$ cat src/rtl/ctrl_pkg.sv
// Shared types and encodings for the RV32I multi-cycle controller: FSM states,
// instruction classes, opcodes and datapath select encodings.
package ctrl_pkg;

    typedef enum logic [2:0] {
        ST_IDLE   = 3'd0,
        ST_FETCH  = 3'd1,
        ST_DECODE = 3'd2,
        ST_EXEC   = 3'd3,
        ST_MEM    = 3'd4,
        ST_WB     = 3'd5,
        ST_FAULT  = 3'd7
    } state_t;

    typedef enum logic [3:0] {
        CLS_R,
        CLS_OPIMM,
        CLS_LOAD,
        CLS_STORE,
        CLS_BRANCH,
        CLS_JAL,
        CLS_JALR,
        CLS_LUI,
        CLS_AUIPC,
        CLS_ILLEGAL
    } op_class_t;

    localparam logic [6:0] OPC_R      = 7'b0110011;
    localparam logic [6:0] OPC_IMM    = 7'b0010011;
    localparam logic [6:0] OPC_LOAD   = 7'b0000011;
    localparam logic [6:0] OPC_STORE  = 7'b0100011;
    localparam logic [6:0] OPC_BRANCH = 7'b1100011;
    localparam logic [6:0] OPC_JAL    = 7'b1101111;
    localparam logic [6:0] OPC_JALR   = 7'b1100111;
    localparam logic [6:0] OPC_LUI    = 7'b0110111;
    localparam logic [6:0] OPC_AUIPC  = 7'b0010111;

    localparam logic [1:0] PC_PLUS4  = 2'b00;
    localparam logic [1:0] PC_TARGET = 2'b01;
    localparam logic [1:0] PC_ALU    = 2'b10;

    localparam logic [1:0] WB_ALU = 2'b00;
    localparam logic [1:0] WB_MDR = 2'b01;
    localparam logic [1:0] WB_PC  = 2'b10;
    localparam logic [1:0] WB_IMM = 2'b11;

    localparam logic [1:0] ALU_ADD   = 2'b00;
    localparam logic [1:0] ALU_CMP   = 2'b01;
    localparam logic [1:0] ALU_FUNCT = 2'b10;

    localparam logic [1:0] SRCA_RS1  = 2'b00;
    localparam logic [1:0] SRCA_PC   = 2'b01;
    localparam logic [1:0] SRCA_ZERO = 2'b10;

endpackage

$ cat src/rtl/opcode_classifier.sv
// Maps IR[6:0] to an instruction class; the extended opcodes are illegal
// unless ENABLE_EXT is set.
module opcode_classifier
    import ctrl_pkg::*;
#(
    parameter bit ENABLE_EXT = 1'b1
) (
    input  logic [6:0] opcode,
    output op_class_t  op_class
);

    always_comb begin
        // NOTE: op_class is assigned before the case so no path can infer a latch.
        op_class = CLS_ILLEGAL;
        case (opcode)
            OPC_R:      op_class = CLS_R;
            OPC_LOAD:   op_class = CLS_LOAD;
            OPC_STORE:  op_class = CLS_STORE;
            OPC_BRANCH: op_class = CLS_BRANCH;
            OPC_IMM:    if (ENABLE_EXT) op_class = CLS_OPIMM;
            OPC_JAL:    if (ENABLE_EXT) op_class = CLS_JAL;
            OPC_JALR:   if (ENABLE_EXT) op_class = CLS_JALR;
            OPC_LUI:    if (ENABLE_EXT) op_class = CLS_LUI;
            OPC_AUIPC:  if (ENABLE_EXT) op_class = CLS_AUIPC;
            default:    op_class = CLS_ILLEGAL;
        endcase
    end

endmodule

$ cat src/rtl/multicycle_control.sv
// Multi-cycle RV32I control FSM: sequences fetch/decode/exec/mem/wb over one
// shared memory port and ALU, with a memory-ready timeout and illegal-opcode trap.
module multicycle_control
    import ctrl_pkg::*;
#(
    parameter bit          ENABLE_EXT = 1'b1,
    parameter int unsigned TIMEOUT    = 16
) (
    input  logic       clk,
    input  logic       rst_n,
    input  logic [6:0] opcode,
    input  logic       mem_ready,
    input  logic       branch_taken,
    output logic       mem_req,
    output logic       mem_we,
    output logic       addr_sel,
    output logic       ir_we,
    output logic       pc_we,
    output logic [1:0] pc_sel,
    output logic [1:0] alu_src_a,
    output logic       alu_src_b,
    output logic [1:0] alu_op,
    output logic       reg_we,
    output logic [1:0] wb_sel,
    output logic       fault,
    output logic [2:0] state
);

    localparam int CNT_W = $clog2(TIMEOUT + 1);

    state_t           state_q;
    op_class_t        class_q;
    op_class_t        decoded;
    logic [CNT_W-1:0] cnt_q;
    logic             last_wait;

    opcode_classifier #(.ENABLE_EXT(ENABLE_EXT)) u_classifier (
        .opcode   (opcode),
        .op_class (decoded)
    );

    // A low mem_ready in this cycle brings the wait count up to TIMEOUT.
    assign last_wait = (cnt_q == CNT_W'(TIMEOUT - 1));

    // The wait counter idles at zero, so it is already clear whenever FETCH or
    // MEM is entered and only counts while an access is held.
    always_ff @(posedge clk or negedge rst_n) begin
        if (!rst_n) begin
            state_q <= ST_IDLE;
            class_q <= CLS_R;
            cnt_q   <= '0;
        end else begin
            // NOTE: non-blocking assignments keep every register update on the old values.
            cnt_q <= '0;
            case (state_q)
                ST_IDLE: state_q <= ST_FETCH;
                ST_FETCH: begin
                    if (mem_ready)      state_q <= ST_DECODE;
                    else if (last_wait) state_q <= ST_FAULT;
                    else                cnt_q   <= cnt_q + CNT_W'(1);
                end
                ST_DECODE: begin
                    class_q <= decoded;
                    state_q <= (decoded == CLS_ILLEGAL) ? ST_FAULT : ST_EXEC;
                end
                ST_EXEC: begin
                    case (class_q)
                        CLS_R, CLS_OPIMM, CLS_AUIPC:            state_q <= ST_WB;
                        CLS_LOAD, CLS_STORE:                    state_q <= ST_MEM;
                        CLS_BRANCH, CLS_JAL, CLS_JALR, CLS_LUI: state_q <= ST_FETCH;
                        default:                                state_q <= ST_FAULT;
                    endcase
                end
                ST_MEM: begin
                    if (mem_ready)      state_q <= (class_q == CLS_LOAD) ? ST_WB : ST_FETCH;
                    else if (last_wait) state_q <= ST_FAULT;
                    else                cnt_q   <= cnt_q + CNT_W'(1);
                end
                ST_WB:    state_q <= ST_FETCH;
                ST_FAULT: state_q <= ST_FAULT;
                default:  state_q <= ST_FAULT;
            endcase
        end
    end

    always_comb begin
        mem_req   = 1'b0;
        mem_we    = 1'b0;
        addr_sel  = 1'b0;
        ir_we     = 1'b0;
        pc_we     = 1'b0;
        pc_sel    = PC_PLUS4;
        alu_src_a = SRCA_RS1;
        alu_src_b = 1'b0;
        alu_op    = ALU_ADD;
        reg_we    = 1'b0;
        wb_sel    = WB_ALU;
        fault     = 1'b0;
        case (state_q)
            ST_FETCH: begin
                mem_req = 1'b1;
                if (mem_ready) begin
                    ir_we  = 1'b1;
                    pc_we  = 1'b1;
                    pc_sel = PC_PLUS4;
                end
            end
            ST_EXEC: begin
                case (class_q)
                    CLS_R:     alu_op = ALU_FUNCT;
                    CLS_OPIMM: begin
                        alu_src_b = 1'b1;
                        alu_op    = ALU_FUNCT;
                    end
                    CLS_LOAD, CLS_STORE: alu_src_b = 1'b1;
                    CLS_BRANCH: begin
                        alu_op = ALU_CMP;
                        pc_we  = branch_taken;
                        pc_sel = PC_TARGET;
                    end
                    CLS_JAL: begin
                        pc_we  = 1'b1;
                        pc_sel = PC_TARGET;
                        reg_we = 1'b1;
                        wb_sel = WB_PC;
                    end
                    CLS_JALR: begin
                        alu_src_b = 1'b1;
                        pc_we     = 1'b1;
                        pc_sel    = PC_ALU;
                        reg_we    = 1'b1;
                        wb_sel    = WB_PC;
                    end
                    CLS_LUI: begin
                        reg_we = 1'b1;
                        wb_sel = WB_IMM;
                    end
                    CLS_AUIPC: begin
                        alu_src_a = SRCA_PC;
                        alu_src_b = 1'b1;
                    end
                    default: ;
                endcase
            end
            ST_MEM: begin
                mem_req  = 1'b1;
                addr_sel = 1'b1;
                mem_we   = (class_q == CLS_STORE);
            end
            ST_WB: begin
                reg_we = 1'b1;
                wb_sel = (class_q == CLS_LOAD) ? WB_MDR : WB_ALU;
            end
            ST_FAULT: fault = 1'b1;
            default: ;
        endcase
    end

    assign state = state_q;

endmodule

$ cat config.mk
export PLATFORM = sky130hd
export DESIGN_NAME = multicycle_control
export DESIGN_NICKNAME = d
export VERILOG_FILES = /design/src/rtl/ctrl_pkg.sv /design/src/rtl/opcode_classifier.sv /design/src/rtl/multicycle_control.sv
export SDC_FILE = /design/constraint.sdc
export NUM_CORES = 1
export LEC_CHECK = 0
export CAP_MARGIN = 20
export CORE_MARGIN = 10
export CORE_UTILIZATION = 45
export DETAILED_ROUTE_END_ITERATION = 10
export GPL_ROUTABILITY_DRIVEN = 0
export GPL_TIMING_DRIVEN = 0
export PLACE_DENSITY = 0.82
export SLEW_MARGIN = 20
export SYNTH_ARGS = -nofsm -noshare
export SYNTH_HDL_FRONTEND = slang
export SYNTH_SLANG_ARGS = --single-unit
$ cat constraint.sdc
create_clock -name clk -period 1.77 [get_ports clk]
set_input_delay 0.354 -clock clk [delete_from_list [all_inputs] [get_ports clk]]
set_output_delay 0.354 -clock clk [all_outputs]
set_load 0.03 [all_outputs]
==> results of run 1 <==
[power by group through the flow]
stage	Sequential [mW]	Clock, mW	Combinational (mW)
global placement	0.441	0	1.08
detailed placement	0.448	0	1.11
finish	0.451	0.216	1.72
floorplan	0.475	0	0.743
global route	0.455	0.232	1.79
CTS	0.428	0.212	1.50
[per-stage QoR]
step	cell area, µm²	setup WS (ps)
floorplan	1030	-111
global placement	1330	-653
detailed placement	1330	-678
CTS	1570	-228
global route	1650	-318
finish	1650	-256
[area by class of cell]
| cell class | instances | area, µm² |
|---|---|---|
| plain buffers | 8 | 85.1 |
| clock buffers | 4 | 36.3 |
| fillers | 113 | 333 |
| inverters | 2 | 7.51 |
| multi-input cells | 90 | 744 |
| flip-flops and latches | 12 | 307 |
| well taps | 27 | 33.8 |
| repair buffers | 49 | 435 |
[flip-flops by register name (all words and copies together), names as in the netlist]
| signal | flops |
|---|---|
| state | 3 |
| class_q | 4 |
| cnt_q | 5 |
[logic make-up (layout without fill, tap and decap cells)]
logic type	Yosys count	after routing	share of synthesized area, %
compound gates	30	30	21.9
xor+xnor	3	3	2.76
fa+ha+maj	1	1	1.31
buf+inv	11	63	7.62
flops	12	12	31.5
mux	1	1	1.05
other cells	1	1	0.394
simple gates	54	54	33.4
[path summary, 6_finish.rpt]
| check | end | startpoint | slack, ps | cells after the start |
|---|---|---|---|---|
| max | pc_we | state[2] | -260 | 6 |
| min | cnt_q[3] | rst_n | 430 | 1 |
| max reg2reg | state[2] | cnt_q[0] | 20 | 5 |
| min reg2reg | cnt_q[0] | cnt_q[0] | 480 | 1 |
| max in group asynchronous | class_q[0] | rst_n | 950 | 1 |
| min in group clk | cnt_q[0] | cnt_q[0] | 480 | 1 |
[worst max-delay path, delay by kind of cell (launching register included)]
kind / cells / cell delay [ps]
AOI/OAI and AO/OA: 1 / 170
and+or+nand+nor: 3 / 550
buffers and inverters: 2 / 260
DFF: 1 / 420
[routing by layer]
layer / up-vias / global-route usage, %
met2: 43 / 28.6
met5: - / 0
li1: 523 / -
met1: 557 / 17.0
met4: 0 / 7.07
met3: 10 / 3.56
[cell usage in the layout (no fill, tap or decap), types with 2 or more instances in the layout]
cell type        instances
buf_4                   24
buf_6                   16
clkdlybuf4s50_1         10
dfrtp_1                  7
nor2_1                   6
nand2_1                  6
o21ai_1                  5
a21oi_1                  5
dfrtp_2                  5
nand2b_4                 4
nor2_4                   4
nand3b_1                 4
nand3_1                  3
nor2b_1                  3
xor2_1                   3
o31ai_1                  3
clkbuf_4                 3
nand2b_1                 2
inv_1                    2
a32oi_1                  2
nor2b_4                  2
clkbuf_8                 2
or2_1                    2
nor3_1                   2
nor3_4                   2
o31a_1                   2
a31oi_1                  2
and3_1                   2
nor4_4                   2
dlygate4sd2_1            2
buf_2                    2
[what timing repair did]
action / CTS / global route
gates cloned: 0 / 0
gates resized for setup: 124 / 13
pin swaps: 11 / 7
setup buffers: 16 / 6
endpoints found under the setup margin: 16 / 15
==> impl_metrics.yaml, run 1 <==
synthesis:
  synth_flop_cell: "dfrtp_1"
  syn-cell-area_um2: 952
  postSynthAreaPerCell_um2: 8.43
  ys_async_sr_fraction_pct: 100
  yosys.area.top_type: "dfrtp_1"
  synth_seq_cells: 12
  synthTopCellsByArea: "dfrtp_1, nor2_1, nand2b_1, buf_6, nor2b_1"
  synth_cells: 113
  synth.distinct_cells: 43
  synth_commonest_cells: "dfrtp_1, nor2_1, a21oi_1, nand2_1, nand2b_1"
  yosysSeqAreaShare_pct: 31.5
  synth_top_area_share_pct: 31.5
  yosysMostFrequentCell: "dfrtp_1"
  ys_warn_count: 0
  synth_edf_count: 0
  syn_nets: 125
clock_network:
  cts_root_buf: "clkbuf_4"
  cts_buffer_depth: 2
  numCtsBuffers: 3
  cts_num_sinks: 12
  insertion_delay_ps: 270
  ctsHoldBuffers: 0
  cts.clk_slew.worst_paths_ps: 80
  tritoncts: "done"
  htreeDepth: 1
global_route:
  overflow: 0
  grt_pass1_wl_um: 5590
  antenna_found_initial: 0
  grt_usage_pct: 15.8
  grt_pass1_vias: 1158
  grt_max_degree: 13
die:
  coreArea_um2: 1980
  dieArea_um2: 4360
  die_w_um: 66
  num_rows: 16
  io_pins: 30
  die_height_um: 66
  start_util_pct: 48.0
setup_path:
  start_kind: "register"
  critPathKind: "register to primary output"
  cp_slowest_cell: "dfrtp_2"
  cp.arrival_ps: 1670
  cpMostUsedCell: "buf_6"
  crit_chain: "nand3b_4 > or2_1 > buf_6 > a211oi_2 > or2_4 > buf_6"
  cpPeakStageDelay_ps: 420
  cp.required_ps: 1420
  cp_max_fo: 6
  endpoint_kind: "primary output"
pwr:
  power.total_mw: 2.39
  p_leak_nw: 0.731
  peakVddDrop_mv: 1.09
  netSwitchingFraction_pct: 47.3
  clockPowerShare_pct: 9.1
  power_switching_mw: 1.13
  power.density_nw_per_um2: 1450
  internal_power_mw: 1.26
  p_comb_share_pct: 72.0
  seq_power_share_pct: 18.9
timing:
  worstMarginPinSlew_ps: 537
  slew_viol_final: 0
  max_freq_ghz: 0.494
  rsz0062_at_grt: "yes"
  finalCritPeriodShare_pct: 114
  skew_ps: 1.80
  setup_viol: 10
  hold_slack_ps: 430
  period_minus_slack_ps: 2030
  relSlewSlack_pct: 64.1
  tns_ps: -1110
  setup_slack_ps: -256
  finalHoldViolCount: 0
place:
  hpwl_um: 1990
  numPortBuffers: 27
  dp.cells: 167
route:
  detail_route.first_pass.iterations: 4
  wl_per_cell_um: 20.0
  first_iter_violations: 93
  highest_layer: "met4"
  viasPerCell: 5.90
  drtAntennaViolNets: 0
  route.met2.wl_um: 2030
  num_vias: 1133
  drc: 0
  wl_met1_um: 1510
  wirelength_um: 3850
  wl_met3_um: 208
final_layout:
  fin_cells: 192
  synthToLayoutAreaGrowth_pct: 73.2
  post-route-util_pct: 83.2
  fin_nets: 178
  layout-drive-gt1-share_pct: 46.7
  insertedDiodeCount: 0
status:
  violations: "setup timing"
  status: "finished with violations"
flow_run:
  maxCapViolations: 0
hold_path:
  min_path_type: "input pin to asynchronous set/reset pin"
No activity file was read; power rests on OpenSTA's default activity.
==> inputs of run 2 (changes only) <==
- GPL_TIMING_DRIVEN: 0 -> default
==> impl_metrics.yaml, run 2 (synthesis gave the netlist of run 1 again) <==
status:
  status: "finished with violations"
  violations: "setup timing"
timing:
  period_minus_slack_ps: 1970
  slew_viol_final: 0
  hold_slack_ps: 402
  skew_ps: 10.2
  finalCritPeriodShare_pct: 111
  max_freq_ghz: 0.508
  setup_viol: 12
  worstMarginPinSlew_ps: 513
  finalHoldViolCount: 0
  rsz0062_at_grt: "yes"
  setup_slack_ps: -197
  relSlewSlack_pct: 65.7
route:
  drtAntennaViolNets: 0
  wl_met1_um: 1290
  drc: 0
  detail_route.first_pass.iterations: 4
  highest_layer: "met4"
  wl_met3_um: 203
  route.met2.wl_um: 1890
  first_iter_violations: 48
  num_vias: 1100
  wirelength_um: 3510
  viasPerCell: 5.76
  wl_per_cell_um: 18.4
final_layout:
  fin_cells: 191
  final_common_cell: "buf_4"
  final_cell_mix: "buf_4, buf_6, clkdlybuf4s50_1, nor2_1"
  top_register: "cnt_q"
  fin_nets: 177
  insertedDiodeCount: 0
  layout-drive-gt1-share_pct: 45.7
  largest_register_ffs: 5
  synthToLayoutAreaGrowth_pct: 67.3
  design_area_um2: 1590
place:
  pre_cts_slack_ps: -53.2
  hpwl_um: 2170
  dp.cells: 173
  numPortBuffers: 28
  place_area_um2: 1340
die:
  die_w_um: 66
  die_height_um: 66
  dieArea_um2: 4360
  coreArea_um2: 1980
  start_util_pct: 48.0
  io_pins: 30
  num_rows: 16
clock_network:
  cts.clk_slew.worst_paths_ps: 80
  insertion_delay_ps: 290
  cts_num_sinks: 12
  htreeDepth: 1
  ctsHoldBuffers: 0
  numCtsBuffers: 3
  cts_buffer_depth: 2
  tritoncts: "done"
  cts_root_buf: "clkbuf_4"
global_route:
  grt_max_degree: 14
  grt_pass1_wl_um: 4730
  overflow: 0
  antenna_found_initial: 0
  grt_usage_pct: 13.7
  grt_pass1_vias: 1056
setup_path:
  r2r_cells: 5
  cp_max_fo: 5
  start_kind: "register"
  cp.required_ps: 1420
  worstReg2RegEnd: "state[2]"
  critPathKind: "register to primary output"
  cp.arrival_ps: 1610
  reg2reg_setup_slack_ps: 60
  r2r-start: "cnt_q[0]"
  endpoint_kind: "primary output"
pwr:
  power.total_mw: 2.22
  power.density_nw_per_um2: 1390
  p_leak_nw: 0.706
  peakVddDrop_mv: 0.823
hold_path:
  min_path_type: "input pin to asynchronous set/reset pin"
flow_run:
  maxCapViolations: 0
run 2: cell count changes in the layout (fill, tap and decap cells not counted), sizes merged:
cell,delta
clkbuf,-1
clkdlybuf4s50,+1
buf,-1
run 2: power breakdown:
group          leakage, nW  switching (mW)  internal [mW]
registers            0.140           0.167          0.358
logic                0.551           0.793          0.713
clock network       0.0150          0.0989         0.0877
total                0.706            1.06           1.16
run 2: final cells by class:
| cell class | count | area (µm²) |
|---|---|---|
| Tap cell | 27 | 33.8 |
| Fill cell | 122 | 389 |
| Multi-Input combinational cell | 90 | 717 |
| Sequential cell | 12 | 308 |
| Inverter | 2 | 7.51 |
| Clock buffer | 4 | 26.3 |
| Timing Repair Buffer | 56 | 500 |
run 2: through the flow:
stage | TNS (ps) | util [%]
CTS | -903 | 73.2
global placement | -42.3 | 67.7
finish | -1480 | 80.4
floorplan | -294 | -
global route | -2300 | 80.4
detailed placement | -72.7 | 67.7
run 2: how the worst max path moves through the flow:
| stage | startpoint | to | slack, ps | cells past startpoint |
|---|---|---|---|---|
| final | state[2] | pc_sel[1] | -200 | 5 |
| after global routing | state[2] | pc_sel[1] | -230 | 5 |
| after CTS | state[2] | pc_sel[1] | -180 | 5 |
| after floorplan | state[1] | wb_sel[0] | -110 | 4 |
| after detailed placement | mem_ready | pc_we | -50 | 5 |
| after global placement | mem_ready | pc_we | -40 | 5 |
run 2: what timing repair did:
item,CTS,global route
setup endpoints to repair,15,13
endpoints found under the hold margin,0,0
gates resized for setup,22,15
setup buffers,3,11
pin swaps,5,5
run 2: layer usage:
layer | GRT usage (%) | up-vias
li1 | - | 518
met1 | 13.4 | 522
met2 | 25.5 | 47
met3 | 2.20 | 13
met4 | 9.16 | 0
met5 | 0 | -
run 2: critical path, cell delays in order, from the launching register on:
cell and delay (ps):
dfrtp_2 430, nand3b_4 160, or2_4 250, buf_6 140, nor3b_2 160, buf_4 180
